--- config.mk ---
export PLATFORM = sky130hd
export DESIGN_NAME = clkdiv_multi
export DESIGN_NICKNAME = d
export VERILOG_FILES = /design/src/rtl/clkdiv_multi.sv
export SDC_FILE = /design/constraint.sdc
export NUM_CORES = 1
export LEC_CHECK = 0
export CAP_MARGIN = 20
export CELL_PAD_IN_SITES_DETAIL_PLACEMENT = 0
export CELL_PAD_IN_SITES_GLOBAL_PLACEMENT = 1
export CORE_MARGIN = 4
export CORE_UTILIZATION = 49
export DETAILED_ROUTE_END_ITERATION = 10
export PLACE_DENSITY = 0.9
export RECOVER_POWER = 25
export SYNTH_ARGS = -nofsm -noshare
export SYNTH_HDL_FRONTEND = slang
export SYNTH_SLANG_ARGS = --single-unit
export TNS_END_PERCENT = 5
--- constraint.sdc ---
create_clock -name CLK -period 14.85 [get_ports CLK]
set_clock_uncertainty 0.2 [all_clocks]
set_input_delay 4.455 -clock CLK [delete_from_list [all_inputs] [get_ports CLK]]
set_output_delay 4.455 -clock CLK [all_outputs]
set_load 0.005 [all_outputs]
--- src/rtl/clkdiv_multi.sv ---
// Multi-channel clock divider / tick generator with runtime divisor updates via a valid/ready port.
// Optional CLKDIV_RESYNC_EN adds a resync input that zeroes all phases and applies pending divisors.
module clkdiv_multi #(
  parameter int NUM_CH = 2,
  parameter int CNT_W  = 28,
  parameter logic [NUM_CH*CNT_W-1:0] DIV_INIT = {28'd2500000, 28'd5000000}
) (
  input  logic              CLK,
  input  logic              RST,
  input  logic [NUM_CH-1:0] en,
  // Handshake: a divisor transfers on any CLK edge where cfg_valid && cfg_ready;
  // cfg_ready depends only on RST, cfg_ch and the target's pending flag.
  input  logic              cfg_valid,
  input  logic [2:0]        cfg_ch,
  input  logic [CNT_W-1:0]  cfg_div,
  output logic              cfg_ready,
`ifdef CLKDIV_RESYNC_EN
  input  logic              resync,
`endif
  output logic [NUM_CH-1:0] clk_out,
  output logic [NUM_CH-1:0] tick
);

  logic [CNT_W-1:0]  cnt_q    [NUM_CH];
  logic [CNT_W-1:0]  cnt_d    [NUM_CH];
  logic [CNT_W-1:0]  div_q    [NUM_CH];
  logic [CNT_W-1:0]  div_d    [NUM_CH];
  logic [CNT_W-1:0]  shadow_q [NUM_CH];
  logic [CNT_W-1:0]  shadow_d [NUM_CH];
  logic [NUM_CH-1:0] clk_q, clk_d;
  logic [NUM_CH-1:0] tick_q, tick_d;
  logic [NUM_CH-1:0] pend_q, pend_d;
  logic [NUM_CH-1:0] xfer, run, at_edge;
  logic              ready_sel;

  // Out-of-range channel indices never match, so the request simply stalls.
  always_comb begin
    ready_sel = 1'b0;
    for (int i = 0; i < NUM_CH; i++) begin
      if (cfg_ch == 3'(i) && !pend_q[i]) ready_sel = 1'b1;
    end
  end

  assign cfg_ready = !RST && ready_sel;

  always_comb begin
    xfer    = '0;
    run     = '0;
    at_edge = '0;
    for (int i = 0; i < NUM_CH; i++) begin
      xfer[i]    = cfg_valid && cfg_ready && (cfg_ch == 3'(i));
      run[i]     = en[i] && (div_q[i] != '0);
      at_edge[i] = cnt_q[i] == (div_q[i] - CNT_W'(1));
    end
  end

  always_comb begin
    clk_d  = clk_q;
    tick_d = '0;
    pend_d = pend_q;
    for (int i = 0; i < NUM_CH; i++) begin
      cnt_d[i]    = cnt_q[i];
      div_d[i]    = div_q[i];
      shadow_d[i] = shadow_q[i];
      if (xfer[i]) begin
        shadow_d[i] = cfg_div;
        pend_d[i]   = 1'b1;
      end
      if (!run[i]) begin
        if (div_q[i] == '0) begin
          cnt_d[i] = '0;
          clk_d[i] = 1'b0;
        end
        if (pend_q[i]) begin
          div_d[i]  = shadow_q[i];
          cnt_d[i]  = '0;
          pend_d[i] = 1'b0;
        end
      end else if (at_edge[i]) begin
        // The half-period finishes on the old divisor; a new one takes over from here.
        cnt_d[i]  = '0;
        clk_d[i]  = ~clk_q[i];
        tick_d[i] = ~clk_q[i];
        if (pend_q[i]) begin
          div_d[i]  = shadow_q[i];
          pend_d[i] = 1'b0;
          if (shadow_q[i] == '0) begin
            clk_d[i]  = 1'b0;
            tick_d[i] = 1'b0;
          end
        end
      end else begin
        cnt_d[i] = cnt_q[i] + CNT_W'(1);
      end
`ifdef CLKDIV_RESYNC_EN
      if (resync) begin
        cnt_d[i]  = '0;
        clk_d[i]  = 1'b0;
        tick_d[i] = 1'b0;
        if (xfer[i])       div_d[i] = cfg_div;
        else if (pend_q[i]) div_d[i] = shadow_q[i];
        pend_d[i] = 1'b0;
      end
`endif
    end
  end

  always_ff @(posedge CLK or posedge RST) begin
    if (RST) begin
      clk_q  <= '0;
      tick_q <= '0;
      pend_q <= '0;
      for (int i = 0; i < NUM_CH; i++) begin
        cnt_q[i]    <= '0;
        div_q[i]    <= DIV_INIT[i*CNT_W +: CNT_W];
        shadow_q[i] <= DIV_INIT[i*CNT_W +: CNT_W];
      end
    end else begin
      clk_q  <= clk_d;
      tick_q <= tick_d;
      pend_q <= pend_d;
      for (int i = 0; i < NUM_CH; i++) begin
        cnt_q[i]    <= cnt_d[i];
        div_q[i]    <= div_d[i];
        shadow_q[i] <= shadow_d[i];
      end
    end
  end

  assign clk_out = clk_q;
  assign tick    = tick_q;

endmodule

==> results.py, run 1 <==
metrics = {
    "detailed_routing": {
        "drt-initial-drc-count": 665,
        "vias": 7358,
        "wl_per_cell_um": 17.9,
        "route.detailed.drc": 0,
        "final_antenna_net_count": 0,
        "wl_mm": 22.4,
        "firstDrtPassIters": 5,
        "drt-vias-per-instance": 5.88,
    },
    "cells_and_area": {
        "area_growth_pct": 12.6,
        "layout_commonest_cell": "dfrtp_1",
        "drive_gt1_frac": 0.206,
        "fillers": 1708,
        "layout.nets": 1013,
        "antenna_cells": 0,
        "final_cell_mix": "dfrtp_1, mux2_2, nor2_1, xnor2_1, nand2_1",
    },
    "clock_network": {
        "clk_path_buf_depth": 2,
        "insertion_delay_ps": 430,
        "cts_setup_buffers": 0,
        "cts_tree": "done",
        "cts-buffers-inserted": 17,
        "cts.sinks": 174,
        "postCtsResizedCells": 0,
        "htreeDepth": 4,
        "clkTransAtPathRegs_ps": 70,
        "cts_hold_buf": 0,
        "cts-root-buf": "clkbuf_16",
    },
    "synthesis": {
        "synth_top_area_share": 0.363,
        "syn_area_mm2": 0.00978,
        "synth_ff_type": "dfrtp_1",
        "syn_nets": 984,
        "synth_top_cell_by_area": "dfrtp_1",
        "netlist_instances": 944,
        "synthArstFlopShare": 1.00,
        "ys_types": 66,
        "yosys_warnings": 0,
        "ys_top_cells_by_area": "dfrtp_1, mux2_2, dfstp_2",
        "avgSynthCellArea_um2": 10.4,
        "ys_ff_latch": 174,
        "synth_edf_count": 0,
        "synth-seq-area-share": 0.449,
    },
    "floorplan": {
        "design.core.area_mm2": 0.0195,
        "start_util": 0.501,
        "rows": 51,
        "die_w_um": 149,
        "die_y_um": 149,
        "ios": 41,
        "dieArea_mm2": 0.0223,
    },
    "pwr": {
        "power.leakage_nw": 4.91,
        "power_density_mw_per_mm2": 122,
        "irDropWorstVdd_uv": 84.6,
    },
    "place": {
        "pre_cts_ws_ps": 3740,
        "portBuffers": 40,
        "hpwl_mm": 16.1,
        "gp_congestion": 0.920,
    },
    "critical_path": {
        "slowest_stage": "inv_6",
        "worstPathRequired_ps": 10190,
        "crit_path_end_kind": "primary output",
        "r2r_slack_ps": 9920,
        "crit_type": "input pin to primary output",
        "cp-start-kind": "input pin",
        "slowest_delay_ps": 600,
        "worstPathMaxFanout": 93,
        "crit_arrival_ps": 6530,
        "crit_chain": "dlygate4sd3_1 -> inv_6 -> and3_1 -> clkdlybuf4s50_1",
    },
    "sta": {
        "min_period_over_period": 0.753,
        "hold_viol": 0,
        "fin_hold_ws_ps": 298,
        "finalMaxSlewViolations": 0,
        "fmax_mhz": 89.4,
        "timing.final.ws_setup_ps": 3660,
        "totalNegativeSetupSlack_ps": 0,
        "tightest_slew_ps": 833,
        "fin_crit_ps": 11190,
        "rsz0062_at_grt": "no",
        "slew_headroom": 0.445,
        "setup_viol": 0,
    },
    "global_route": {
        "grt_pass1_wl_mm": 36.9,
        "grt_usage": 0.206,
        "grt_start_max_net_pins": 94,
        "grt_pass1_vias": 6978,
        "antenna_found_initial": 0,
        "overflow": 0,
    },
    "flow_run": {
        "cap_violations": 0,
    },
    "status": {
        "status": "complete, no violations",
    },
    "hold_path": {
        "hp-class": "flop to flop",
    },
}
## stage by stage
step / total power (W) / cell area, um2 / std cells / util
finish: 0.00134 / 11000 / 1251 / 0.564
global route: 0.00142 / 11000 / 1251 / 0.564
CTS: 0.00135 / 11000 / 1250 / 0.563
detailed placement: 0.000907 / 10400 / 1218 / 0.533
global placement: 0.000900 / 10400 / 1218 / 0.533
floorplan: 0.000819 / 9780 / 944 / -
## registers in the layout, summed over array words and instances (netlist names)
signal and cells:
div_q 56, clk_out 2, tick 2, pend_q 2, cnt_q 56, shadow_q 56
## cell families after synthesis
group | synth area share
compound gates | 0.0814
mux | 0.141
buf+inv | 0.0270
flops | 0.449
fa+ha+maj | 0.00512
xor+xnor | 0.0851
simple gates | 0.211
## worst max-delay path: cells and delay by family
kind	cells	cell delay [ps]
buf+inv	3	1710
simple gates	1	320
## final cells by class
| cell class | count | area, um2 | area share |
|---|---|---|---|
| clock buffer | 21 | 460 | 0.0418 |
| clock inverter | 11 | 109 | 0.00988 |
| inverter | 25 | 98.8 | 0.00898 |
| multi-input combinational | 706 | 5130 | 0.466 |
| sequential | 174 | 4390 | 0.399 |
| tap | 265 | 332 | 0.0301 |
| timing repair buffer | 49 | 488 | 0.0443 |
## path summary, 6_finish.rpt
kind                       depth (start not counted)          end        from
max reg2reg                                       10    cnt_q[21]    div_q[3]
min                                                1      tick[0]  clk_out[0]
max                                                4    cfg_ready         RST
min reg2reg                                        1      tick[0]  clk_out[0]
min in group asynchronous                          2    cnt_q[47]         RST
max in group asynchronous                          4  shadow_q[7]         RST
## where the power goes
group / internal (W) / switching, W
Clock: 0.000242 / 0.000194
Sequential: 0.000516 / 0.0000454
Combinational: 0.000150 / 0.000196
Total: 0.000908 / 0.000436
## cell usage after synthesis (3+ instances only)
cell type	number
inv_1	25
nor2b_1	7
nor4bb_1	4
xnor2_1	56
xor2_1	39
or3b_2	3
or4_1	14
a22o_1	10
and4_1	3
nand4_1	23
o21a_1	3
nor4_1	32
nor4b_1	5
nor3b_1	9
dfstp_2	32
or3_1	15
nand3b_1	3
and2_1	4
nand2_1	47
nand2b_1	7
nor2_1	86
a21oi_1	14
mux2_4	19
o22ai_1	3
dfrtp_1	142
nand4b_1	5
nand3_1	37
clkbuf_1	29
mux2_2	93
o21ai_0	22
buf_2	7
o211ai_1	5
a21o_1	12
or2_2	5
a31oi_1	6
a211o_1	7
a211oi_1	5
ha_1	4
o31ai_1	3
mux2i_1	5
and3_1	22
nor3_1	40
## routing by layer
metal  wire length (um)  part of all wire  vias to the layer above  track usage
met3               1150             0.051                       17       0.0407
met1              11200              0.50                     3655        0.322
met2               9830              0.44                      184        0.297
li1                   -                 -                     3502            -
met5                  0                 0                        -            0
met4                223             0.010                        0       0.0444
Power figures use the tool's default switching activity.
==> run 2: changes to the inputs <==
clock period = 10.85 ns   (was 14.85 ns; I/O delays follow)
==> run 2 against run 1 <==
Via count is essentially flat; highest routed layer unchanged; sequential share of layout area grew 0.43 points; wire length grew 0.72%; die area is the same; sequential cell count is the same; largest power group unchanged; the flow now finishes with violations (max-capacitance violations, max-slew violations); combinational power grew 34%; non-clock buffer count is the same.
==> results.py, run 2 (same netlist as run 1, synthesis figures left out) <==
metrics = {
    "status": {
        "status": "complete, but fails checks",
        "violations": "max-capacitance violations, max-slew violations",
    },
    "cells_and_area": {
        "largestRegisters": "cnt_q: 56 flops, div_q: 56 flops, shadow_q: 56 flops",
        "final_cell_mix": "dfrtp_1, mux2_2, nor2_1, xnor2_1, nand2_1",
        "antenna_cells": 0,
        "drive_gt1_frac": 0.177,
        "area_growth_pct": 11.4,
        "layout_commonest_cell": "dfrtp_1",
        "layoutNonFillerInstCount": 1251,
        "fillers": 1707,
        "layout.nets": 1013,
    },
    "floorplan": {
        "start_util": 0.501,
        "rows": 51,
        "ios": 41,
        "die_y_um": 149,
        "design.core.area_mm2": 0.0195,
        "dieArea_mm2": 0.0223,
        "die_w_um": 149,
    },
    "global_route": {
        "grt_pass1_vias": 7133,
        "grt_usage": 0.209,
        "grt_pass1_wl_mm": 37.5,
        "overflow": 0,
        "grt_start_max_net_pins": 77,
        "antenna_found_initial": 0,
    },
    "critical_path": {
        "worstPathRequired_ps": 7400,
        "worstPathMaxFanout": 28,
        "cp-start-kind": "input pin",
        "cpLargestDelayFamily": "buffers and inverters",
        "worst-path-buf-inv": 3,
        "slowest_stage": "clkinvlp_2",
        "crit_path_end_kind": "primary output",
        "crit_type": "input pin to primary output",
        "crit_arrival_ps": 5810,
        "crit_chain": "dlygate4sd3_1 -> clkinvlp_2 -> and3_1 -> clkdlybuf4s50_1",
        "slowest_delay_ps": 1000,
    },
    "clock_network": {
        "cts_setup_buffers": 0,
        "htreeDepth": 4,
        "clkTransAtPathRegs_ps": 70,
        "cts.sinks": 174,
        "cts-buffers-inserted": 17,
        "insertion_delay_ps": 430,
        "postCtsResizedCells": 0,
        "clk_path_buf_depth": 2,
        "cts_hold_buf": 0,
        "cts_tree": "done",
        "cts-root-buf": "clkbuf_16",
    },
    "sta": {
        "tightest_slew_ps": 3910,
        "rsz0062_at_grt": "no",
        "totalNegativeSetupSlack_ps": 0,
        "fin_crit_ps": 9260,
        "finalMaxSlewViolations": 74,
        "slew_headroom": -1.61,
        "setup_viol": 0,
        "min_period_over_period": 0.854,
        "hold_viol": 0,
        "fmax_mhz": 108,
    },
    "place": {
        "hpwl_mm": 16.2,
        "dp_cells": 1218,
        "gp_congestion": 0.892,
        "portBuffers": 40,
    },
    "detailed_routing": {
        "route.detailed.drc": 0,
        "wl_mm": 22.6,
        "final_antenna_net_count": 0,
        "vias": 7357,
        "wl_per_cell_um": 18.0,
        "drt-initial-drc-count": 585,
        "drt-vias-per-instance": 5.88,
        "firstDrtPassIters": 4,
    },
    "flow_run": {
        "cap_violations": 1,
    },
    "hold_path": {
        "hp-class": "flop to flop",
    },
    "pwr": {
        "power_density_mw_per_mm2": 169,
        "irDropWorstVdd_uv": 117,
        "power.leakage_nw": 4.85,
        "power.total_w": 0.00184,
    },
}
-- run 2: changes by cell type in the layout (fill, tap and decap cells not counted), moves of 2 or more --
cell and delta:
clkdlybuf4s50_1 -4, clkinv_4 +2, clkinvlp_4 -2, mux2_4 -19, dlygate4sd3_1 +4, clkbuf_1 +4, mux2_1 +19, inv_6 -4
-- run 2: final cells by class --
class | count | area, um2 | share of cell area
Tap cell | 265 | 332 | 0.0304
Clock inverter | 9 | 115 | 0.0106
Sequential cell | 174 | 4390 | 0.403
Timing Repair Buffer | 49 | 460 | 0.0423
Inverter | 25 | 95.1 | 0.00873
Clock buffer | 23 | 468 | 0.0429
Multi-Input combinational cell | 706 | 5030 | 0.462
-- run 2: where the power goes --
group | internal [W] | switching [W]
logic | 0.000196 | 0.000268
registers | 0.000707 | 0.0000619
clock network | 0.000352 | 0.000253
-- run 2: final timing paths --
check,start,cells past startpoint,slack [ps],end
min in group asynchronous,RST,2,3350,cnt_q[46]
worst min-delay path,shadow_q[31],1,320,div_q[31]
worst min register to register,shadow_q[31],1,320,div_q[31]
max in group asynchronous,RST,4,2580,div_q[28]
worst max register to register,div_q[31],9,4880,div_q[29]
worst max-delay path,RST,4,1590,cfg_ready
-- run 2: per-stage QoR --
stage	util	hold slack [ps]	area, um2	setup WS (ps)
6_report	0.558	324	10900	1590
5_1_grt	0.558	354	10900	1230
4_1_cts	0.563	337	11000	2190
3_5_place_dp	0.533	306	10400	2200
3_3_place_gp	0.533	307	10400	2190
2_1_floorplan	-	277	9780	1140
-- run 2: worst reg2reg max path, stage by stage (launching register included) --
cell,delay (ps)
dfrtp_1,490
or4_1,740
or4b_1,640
o21ai_0,270
nand4_1,130
or4_1,540
or4_1,540
o21bai_1,710
nand2_1,960
mux2_1,630
-- run 2: layer usage --
metal	GRT usage	share of wire	vias up
met3	0.0413	0.054	24
met5	0	0	-
li1	-	-	3496
met4	0.0485	0.011	0
met1	0.319	0.49	3660
met2	0.307	0.44	177
